==> src/rtl/b11_stim_driver_if.sv <==
// Signal bundle between the b11 stimulus driver and its environment:
// upstream character feed, the b11 input/strobe port and the result return.
interface b11_stim_driver_if;
    logic       in_valid;
    logic [5:0] in_data;
    logic       in_ready;
    logic [5:0] x_in;
    logic       stbi;
    logic [5:0] dut_x_out;
    logic       res_valid;
    logic [5:0] res_data;
    logic [5:0] res_char;
    logic       busy;

    // Environment side: supplies characters, hosts b11, consumes results.
    modport master (
        output in_valid, in_data, dut_x_out,
        input  in_ready, x_in, stbi, res_valid, res_data, res_char, busy
    );

    // Driver side.
    modport slave (
        input  in_valid, in_data, dut_x_out,
        output in_ready, x_in, stbi, res_valid, res_data, res_char, busy
    );
endinterface

==> src/rtl/b11_stim_driver.sv <==
// Transmit-side partner for the b11 scrambler. Queues 6-bit characters,
// strobes each into b11 for one cycle, waits a fixed gap, then returns the
// b11 output tagged with the character that produced it.
module b11_stim_driver #(
    parameter int DEPTH   = 4,
    parameter int GAP     = 16,
    parameter int STARTUP = 2
) (
    input  logic             clock,
    input  logic             reset,
    b11_stim_driver_if.slave bus
);
    localparam int PW = $clog2(DEPTH);
    localparam int CW = $clog2(DEPTH + 1);
    localparam int SW = $clog2(STARTUP + 1);

    localparam logic [CW-1:0] FULL_COUNT = CW'(DEPTH);
    localparam logic [SW-1:0] INIT_LAST  = SW'(STARTUP - 1);
    localparam logic [4:0]    WAIT_LAST  = 5'(GAP - 2);

    localparam logic [2:0] S_INIT    = 3'd0;
    localparam logic [2:0] S_IDLE    = 3'd1;
    localparam logic [2:0] S_STROBE  = 3'd2;
    localparam logic [2:0] S_WAIT    = 3'd3;
    localparam logic [2:0] S_CAPTURE = 3'd4;

    logic [2:0]    state;
    logic [5:0]    mem [DEPTH];
    logic [PW-1:0] wr_ptr;
    logic [PW-1:0] rd_ptr;
    logic [CW-1:0] count;
    logic [CW-1:0] next_count;
    logic [SW-1:0] init_cnt;
    logic [4:0]    wait_cnt;

    logic          ready_reg;
    logic          stbi_reg;
    logic [5:0]    char_reg;
    logic          busy_reg;
    logic          res_valid_reg;
    logic [5:0]    res_data_reg;
    logic [5:0]    res_char_reg;

    logic          push;
    logic          pop;
    logic          may_strobe;
    logic [5:0]    head;

    assign bus.in_ready  = ready_reg;
    assign bus.stbi      = stbi_reg;
    assign bus.x_in      = char_reg;
    assign bus.busy      = busy_reg;
    assign bus.res_valid = res_valid_reg;
    assign bus.res_data  = res_data_reg;
    assign bus.res_char  = res_char_reg;

    // Decide push/pop for this cycle; an empty FIFO forwards the incoming word so it can strobe next cycle.
    always_comb begin
        push = bus.in_valid && ready_reg;
        head = (count != '0) ? mem[rd_ptr] : bus.in_data;
        case (state)
            S_INIT:             may_strobe = (init_cnt == INIT_LAST);
            S_IDLE, S_CAPTURE:  may_strobe = 1'b1;
            default:            may_strobe = 1'b0;
        endcase
        pop = may_strobe && ((count != '0) || push);
        next_count = count;
        if (push && !pop) begin
            next_count = count + 1'b1;
        end else if (pop && !push) begin
            next_count = count - 1'b1;
        end
    end

    // FIFO storage; contents need no reset because count gates every read.
    always_ff @(posedge clock) begin
        if (push) begin
            mem[wr_ptr] <= bus.in_data;
        end
    end

    // FIFO pointers, occupancy and the registered ready flag.
    always_ff @(posedge clock or negedge reset) begin
        if (!reset) begin
            wr_ptr    <= '0;
            rd_ptr    <= '0;
            count     <= '0;
            ready_reg <= 1'b1;
        end else begin
            if (push) begin
                wr_ptr <= wr_ptr + 1'b1;
            end
            if (pop) begin
                rd_ptr <= rd_ptr + 1'b1;
            end
            count     <= next_count;
            ready_reg <= (next_count != FULL_COUNT);
        end
    end

    // Strobe sequencer: outputs are loaded on the edge entering each state so they are all registered.
    // The result is sampled on the last WAIT cycle so res_valid and res_data appear together.
    always_ff @(posedge clock or negedge reset) begin
        if (!reset) begin
            state         <= S_INIT;
            init_cnt      <= '0;
            wait_cnt      <= '0;
            stbi_reg      <= 1'b1;
            char_reg      <= '0;
            busy_reg      <= 1'b0;
            res_valid_reg <= 1'b0;
            res_data_reg  <= '0;
            res_char_reg  <= '0;
        end else begin
            res_valid_reg <= 1'b0;
            stbi_reg      <= 1'b1;
            if (pop) begin
                state    <= S_STROBE;
                stbi_reg <= 1'b0;
                char_reg <= head;
                busy_reg <= 1'b1;
            end else begin
                case (state)
                    S_INIT: begin
                        if (init_cnt == INIT_LAST) begin
                            state <= S_IDLE;
                        end else begin
                            init_cnt <= init_cnt + 1'b1;
                        end
                    end
                    S_IDLE: begin
                        busy_reg <= 1'b0;
                    end
                    S_STROBE: begin
                        state    <= S_WAIT;
                        wait_cnt <= '0;
                    end
                    S_WAIT: begin
                        if (wait_cnt == WAIT_LAST) begin
                            state         <= S_CAPTURE;
                            res_valid_reg <= 1'b1;
                            res_data_reg  <= bus.dut_x_out;
                            res_char_reg  <= char_reg;
                        end else begin
                            wait_cnt <= wait_cnt + 1'b1;
                        end
                    end
                    S_CAPTURE: begin
                        state    <= S_IDLE;
                        busy_reg <= 1'b0;
                    end
                    default: begin
                        state    <= S_IDLE;
                        busy_reg <= 1'b0;
                    end
                endcase
            end
        end
    end
endmodule
==> src/flat_wrapper.sv <==
// flat-port wrapper written by rule: the top's interface ports become plain ports
module b11_stim_driver_flat 
#(
    parameter int DEPTH   = 4,
    parameter int GAP     = 16,
    parameter int STARTUP = 2
)
  (clock, reset, bus_in_valid, bus_in_data, bus_dut_x_out, bus_in_ready, bus_x_in, bus_stbi, bus_res_valid, bus_res_data, bus_res_char, bus_busy);
  b11_stim_driver_if bus_i ();
  input  logic clock;
  input  logic reset;
  input wire logic [$bits(bus_i.in_valid)-1:0] bus_in_valid;
  input wire logic [$bits(bus_i.in_data)-1:0] bus_in_data;
  input wire logic [$bits(bus_i.dut_x_out)-1:0] bus_dut_x_out;
  output wire logic [$bits(bus_i.in_ready)-1:0] bus_in_ready;
  output wire logic [$bits(bus_i.x_in)-1:0] bus_x_in;
  output wire logic [$bits(bus_i.stbi)-1:0] bus_stbi;
  output wire logic [$bits(bus_i.res_valid)-1:0] bus_res_valid;
  output wire logic [$bits(bus_i.res_data)-1:0] bus_res_data;
  output wire logic [$bits(bus_i.res_char)-1:0] bus_res_char;
  output wire logic [$bits(bus_i.busy)-1:0] bus_busy;
  assign bus_i.in_valid = bus_in_valid;
  assign bus_i.in_data = bus_in_data;
  assign bus_i.dut_x_out = bus_dut_x_out;
  assign bus_in_ready = bus_i.in_ready;
  assign bus_x_in = bus_i.x_in;
  assign bus_stbi = bus_i.stbi;
  assign bus_res_valid = bus_i.res_valid;
  assign bus_res_data = bus_i.res_data;
  assign bus_res_char = bus_i.res_char;
  assign bus_busy = bus_i.busy;
  b11_stim_driver #(.DEPTH(DEPTH), .GAP(GAP), .STARTUP(STARTUP)) u_core (.clock(clock), .reset(reset), .bus(bus_i));
endmodule
==> config.mk <==
export PLATFORM = sky130hd
export DESIGN_NAME = b11_stim_driver_flat
export DESIGN_NICKNAME = d
export VERILOG_FILES = /design/src/rtl/b11_stim_driver_if.sv /design/src/rtl/b11_stim_driver.sv /design/src/flat_wrapper.sv
export SDC_FILE = /design/constraint.sdc
export NUM_CORES = 1
export LEC_CHECK = 0
export ABC_AREA = 0
export BUFFER_PORTS_ARGS = -buffer_cell sky130_fd_sc_hd__buf_4
export CAP_MARGIN = 20
export CORE_UTILIZATION = 40
export DETAILED_ROUTE_END_ITERATION = 10
export HOLD_SLACK_MARGIN = 0.02
export PLACE_DENSITY_LB_ADDON = 0.3
export SKIP_LAST_GASP = 1
export SYNTH_ARGS = -nofsm -noshare
export SYNTH_HDL_FRONTEND = slang
export SYNTH_SLANG_ARGS = --single-unit
==> constraint.sdc <==
create_clock -name clock -period 1.85 [get_ports clock]
set_input_delay 0.0925 -clock clock [delete_from_list [all_inputs] [get_ports clock]]
set_output_delay 0.0925 -clock clock [all_outputs]
set_load 0.01 [all_outputs]
**Word-level counts from Yosys, hierarchy flattened**

Memory sizes are Yosys's and may differ from the RTL's.
Cells that the tools add are included.

- Equality and inequality tests: 12
- Add/sub/neg operators: 6
- Reductions and logical operators: 16
- Bitwise gates (word level): 2
- Muxes and demuxes: 18

Operator list:

| cell | number |
|---|---|
| $mux W3 | 5 |
| $pmux W3 S4 | 1 |
| $reduce_and A3 Y1 | 4 |
| $pmux W5 S2 | 1 |
| $mux W1 | 8 |
| $add A2 B1 Y2 const B | 3 |
| $eq A3 B2 Y1 const B | 2 |
| $mux W6 | 1 |
| $ne A3 B1 Y1 const B | 2 |
| $add A5 B1 Y5 const B | 1 |
| $eq A5 B4 Y1 const B | 1 |
| $mux W5 | 1 |
| $logic_and A1 B1 Y1 | 4 |
| $ne A2 B1 Y1 const B | 2 |
| $add A3 B1 Y3 const B | 1 |
| $eq A3 B1 Y1 const B | 1 |
| $eq A3 B3 Y1 const B | 1 |
| $logic_not A3 Y1 | 1 |
| $ne A3 B3 Y1 const B | 1 |
| $reduce_bool A3 Y1 | 1 |
| $reduce_or A3 Y1 | 1 |
| $sub A3 B1 Y3 const B | 1 |
| $eq A2 B1 Y1 const B | 1 |
| $logic_not A1 Y1 | 2 |
| other kinds (6) | 7 |

- Register bits after elaboration: 39
- Memories kept: 1
- Memory bits (writable): 24
- Output and inout bits: 22
- Logic and storage cells: 68

Memories:

| name | words | width | read ports | clocked after Yosys merged registers in | write ports | RTL line | source |
|---|---|---|---|---|---|---|---|
| u_core.mem | 4 | 6 | 1 | 0 | 1 | b11_stim_driver.sv:28 | `logic [5:0] mem [DEPTH];` |

**Logic depth before layout (Yosys ltp)**

- Word-level depth: 8
- Mapped depth: 8

**Worst setup path after synthesis**

OpenSTA, ideal clock, no wires.

- Path type: register to register
- Start point: reg u_core.wait_cnt[0]
- End point: reg u_core.res_char_reg[0], in the netlist u_core.bus.res_char[0]
- Period minus slack after synthesis: 1763 ps
- Data required time: 1725 ps
- Path slack: 87 ps
- Data arrival time: 1638 ps
- Buffers on the path: 3
- Stages on the path, launching flop included: 9
- Cell sequence: dfrtp_1 > inv_1 > ha_1 > and4b_1 > buf_6 > and3_4 > buf_6 > buf_8 > mux2_4

- Cells in the longest elaborated chain, start to end: 2

RTL lines:

| element | RTL line | source |
|---|---|---|
| start, declared | b11_stim_driver.sv:34 | `logic [4:0] wait_cnt;` |
| start signal, assigned | b11_stim_driver.sv:145 | `wait_cnt <= wait_cnt + 1'b1;` |
| $eq A5 B4 Y1 | b11_stim_driver.sv:139 | `if (wait_cnt == WAIT_LAST) begin` |
| $reduce_and A3 Y1 (no line) | n/a |  |
| end signal, assigned | b11_stim_driver.sv:143 | `res_char_reg <= char_reg;` |
| end, declared | b11_stim_driver.sv:42 | `logic [5:0] res_char_reg;` |

Every way passes these cells.
A chain may end at the register's enable or synchronous reset.

**Worst setup path in the final report**

- Start point: reg u_core.init_cnt[0]
- End point: reg u_core.ready_reg, in the netlist u_core.bus.in_ready

- Cells in the longest elaborated chain, start to end: 7

RTL lines:

| element | RTL line | source |
|---|---|---|
| start, declared | b11_stim_driver.sv:33 | `logic [SW-1:0] init_cnt;` |
| start signal, assigned | b11_stim_driver.sv:128 | `init_cnt <= init_cnt + 1'b1;` |
| $eq A2 B1 Y1 * | b11_stim_driver.sv:62 | `S_INIT: may_strobe = (init_cnt == INIT_LAST);` |
| $pmux W1 S2 * | b11_stim_driver.sv:61 | `case (state)` |
| $logic_and A1 B1 Y1 * | b11_stim_driver.sv:66 | `pop = may_strobe && ((count != '0) \|\| push);` |
| $logic_and A1 B1 Y1 or $logic_not A1 Y1 (tied branches) | b11_stim_driver.sv:70, b11_stim_driver.sv:68 |  |
| $mux W3 or $logic_and A1 B1 Y1 (tied branches) | b11_stim_driver.sv:70, b11_stim_driver.sv:68 |  |
| $mux W3 * | b11_stim_driver.sv:68 | `if (push && !pop) begin` |
| net u_core.next_count[2] | b11_stim_driver.sv:32 | `logic [CW-1:0] next_count;` |
| $ne A3 B3 Y1 * | b11_stim_driver.sv:97 | `ready_reg <= (next_count != FULL_COUNT);` |
| end signal, assigned | b11_stim_driver.sv:97 |  |
| end, declared | b11_stim_driver.sv:36 | `logic ready_reg;` |

Mark *: on every way through the listed nets, which the timed path passes. The rest lies on a longest branch.

==> results.toml <==
[run_status]
outcome = "completed"

[yosys]
syn_inst = 204
synth-seq-cells = 63
yosys.area.top_type_share_pct = 32.5
syn_nets = 229
ys.flop_type = "dfrtp_1"
syn_avg_cell_area_um2 = 14.0
synth.most_common_cell = "dfrtp_1"
synthArstFlopShare_pct = 61.9
synth_cell_type_count = 48
syn_area_mm2 = 0.00285
synth_edf_count = 24
synth_top_area_cell = "dfrtp_1"
synthTopCellsByArea = "dfrtp_1, edfxtp_1, mux2_4"
synth_warnings = 0
synth_common_cells = "dfrtp_1, edfxtp_1, nand2_1"
ys_seq_area_share_pct = 59.6

[critical_path]
cpPeakStageDelay_ns = 0.45
worstSetupPathType = "flop to flop"
worst-path-buf-inv = 0
start_kind = "flop"
crit_required_ns = 2.10
cp_top_family = "simple AND/OR/NAND/NOR gates"
slowest_stage = "or3_1"
cpMostUsedCell = "nand4_1"
cp_max_fo = 8
worstPathArrival_ns = 1.92
end_kind = "flop"
crit_path_cell_trace = "ha_1 -> or3_1 -> a211o_1 -> nand4_1 -> nand4_1"

[placement]
port_buffers = 36
place.gp.congestion = 0.797
hpwl_um = 3280

[clock_network]
cts_root_buf = "clkbuf_8"
cts_sinks = 63
clk_pin_slew_ns = 0.07
numCtsBuffers = 9
cts_buffer_depth = 2
htreeDepth = 3
clkLatencyLatePin_ns = 0.33
cts_setup_buffers = 0
cts_tree = "done"

[detailed_routing]
dr.pass1.iters = 4
drt-wirelength-per-cell_um = 13.6
ant_nets = 0
routed_wl_um = 4900
drt_iter0_markers = 85
drc = 0
routed_via_density = 4.91
vias = 1764

[global_route]
overflow = 0
grt_pass1_wl_um = 7970
grt_pass1_vias = 1661
grtUsageTotal_pct = 14.4
grt_max_degree = 40
grt_antenna_before_repair = 0

[timing]
max_clock_freq_mhz = 597
setup_viol = 0
rsz0062_at_grt = "no"
post-route-min-period_ns = 1.68
maxSlewHeadroom_pct = 67.4
finalHoldViolations = 0
fin_crit_sh_pct = 90.5
slew_viol_final = 0
tightest_slew_ns = 0.489
skew_ns = 0.00743
setup_tns_ns = 0

[floorplan]
initial_core_util_pct = 41.7
die-area_mm2 = 0.00747
io_pins = 37
coreArea_mm2 = 0.00683
die_y_um = 86.4
fp.dieW_um = 86.4
num_rows = 30

[final_layout]
largest_register_ffs = 24
antenna_cells = 0
nets = 283
layout-drive-gt1-share_pct = 30.0
top_register = "u_core.mem"
fin_util_pct = 51.4
synthToLayoutAreaGrowth_pct = 23.0

[worst_hold_path]
hp-class = "input pin to flop"

[power]
worst_ir_drop_vdd_v = 0.000824
power.static_leakage_nw = 1.55
power.density_mw_per_mm2 = 1550

[run]
maxCapViolCount = 0
## metrics by stage
| stage | instances | hold WS (ns) | worst slack (ns) | cell area (um^2) | power [W] |
|---|---|---|---|---|---|
| 6_report | 359 | 0.259 | 0.175 | 3510 | 0.00543 |
| 2_1_floorplan | 204 | -0.203 | 0.0872 | 2850 | 0.00373 |
| 4_1_cts | 359 | 0.245 | 0.164 | 3510 | 0.00550 |
| 5_1_grt | 359 | 0.275 | 0.0745 | 3510 | 0.00582 |
| 3_3_place_gp | 330 | 0.0986 | 0.218 | 3210 | 0.00442 |
| 3_5_place_dp | 330 | 0.0989 | 0.165 | 3210 | 0.00446 |
## metal layers
metal | routed length [um] | GRT usage (%) | vias up
met4 | 54 | 5.91 | 0
met2 | 2270 | 23.0 | 51
met5 | 0 | 0 | -
li1 | - | - | 859
met1 | 2290 | 17.6 | 846
met3 | 285 | 5.62 | 8
## placed cells by master (no fill, tap or decap), drive strengths merged, types with 4 or more instances in the layout
| cell type | n |
|---|---|
| buf | 42 |
| dfrtp | 37 |
| edfxtp | 24 |
| nand2 | 15 |
| dlygate4sd3 | 13 |
| mux2 | 12 |
| ha | 10 |
| clkbuf | 10 |
| inv | 9 |
| o21ai | 9 |
| mux2i | 7 |
| and3 | 7 |
| mux4 | 6 |
| a21oi | 5 |
| nand4 | 4 |
| nor2 | 4 |
## path summary, 6_finish.rpt
check	startpoint	end	slack, ns	depth (start not counted)
setup / recovery	u_core.init_cnt[0]	u_core.bus.in_ready	0.17	5
hold / removal	bus_in_valid	u_core.wr_ptr[0]	0.26	3
setup reg to reg	u_core.init_cnt[0]	u_core.bus.in_ready	0.17	5
hold reg to reg	u_core.init_cnt[0]	u_core.init_cnt[0]	0.48	1
max in group asynchronous	reset	u_core.bus.in_ready	1.22	2
min in group asynchronous	reset	u_core.wait_cnt[3]	0.27	2
## where the power goes
group          switching (W)  internal (W)  total, W
Clock               0.000517      0.000479  0.000995
Combinational       0.000992       0.00113   0.00212
Sequential          0.000366       0.00195   0.00231
## repair_timing
action,in CTS,in global routing
resized for setup,0,0
hold buffers,13,0
hold endpoints to repair,67,0
setup endpoints to repair,0,0
## layout make-up
class                   instances  area [um^2]
fillers                       622         3320
flip-flops and latches         63         1700
multi-input cells             121         1040
repair buffers                 55          458
clock buffers                  10          128
well taps                      96          120
clock inverters                 6         36.3
inverters                       8         30.0
## tightest hold or removal path, cell delays in order
cell and delay [ns]:
buf_4 0.13, and2_1 0.24, xnor2_1 0.09
## cell families after synthesis
family / count (synthesis) / share of synthesized area (%)
AOI/OAI and AO/OA: 35 / 8.56
xor gates and xnor gates: 4 / 1.23
adders and majority gates: 10 / 4.39
buffers and inverters: 20 / 4.04
DFF: 63 / 59.6
muxes: 25 / 13.1
and+or+nand+nor: 47 / 9.08
No activity file was read; power rests on OpenSTA's default activity.
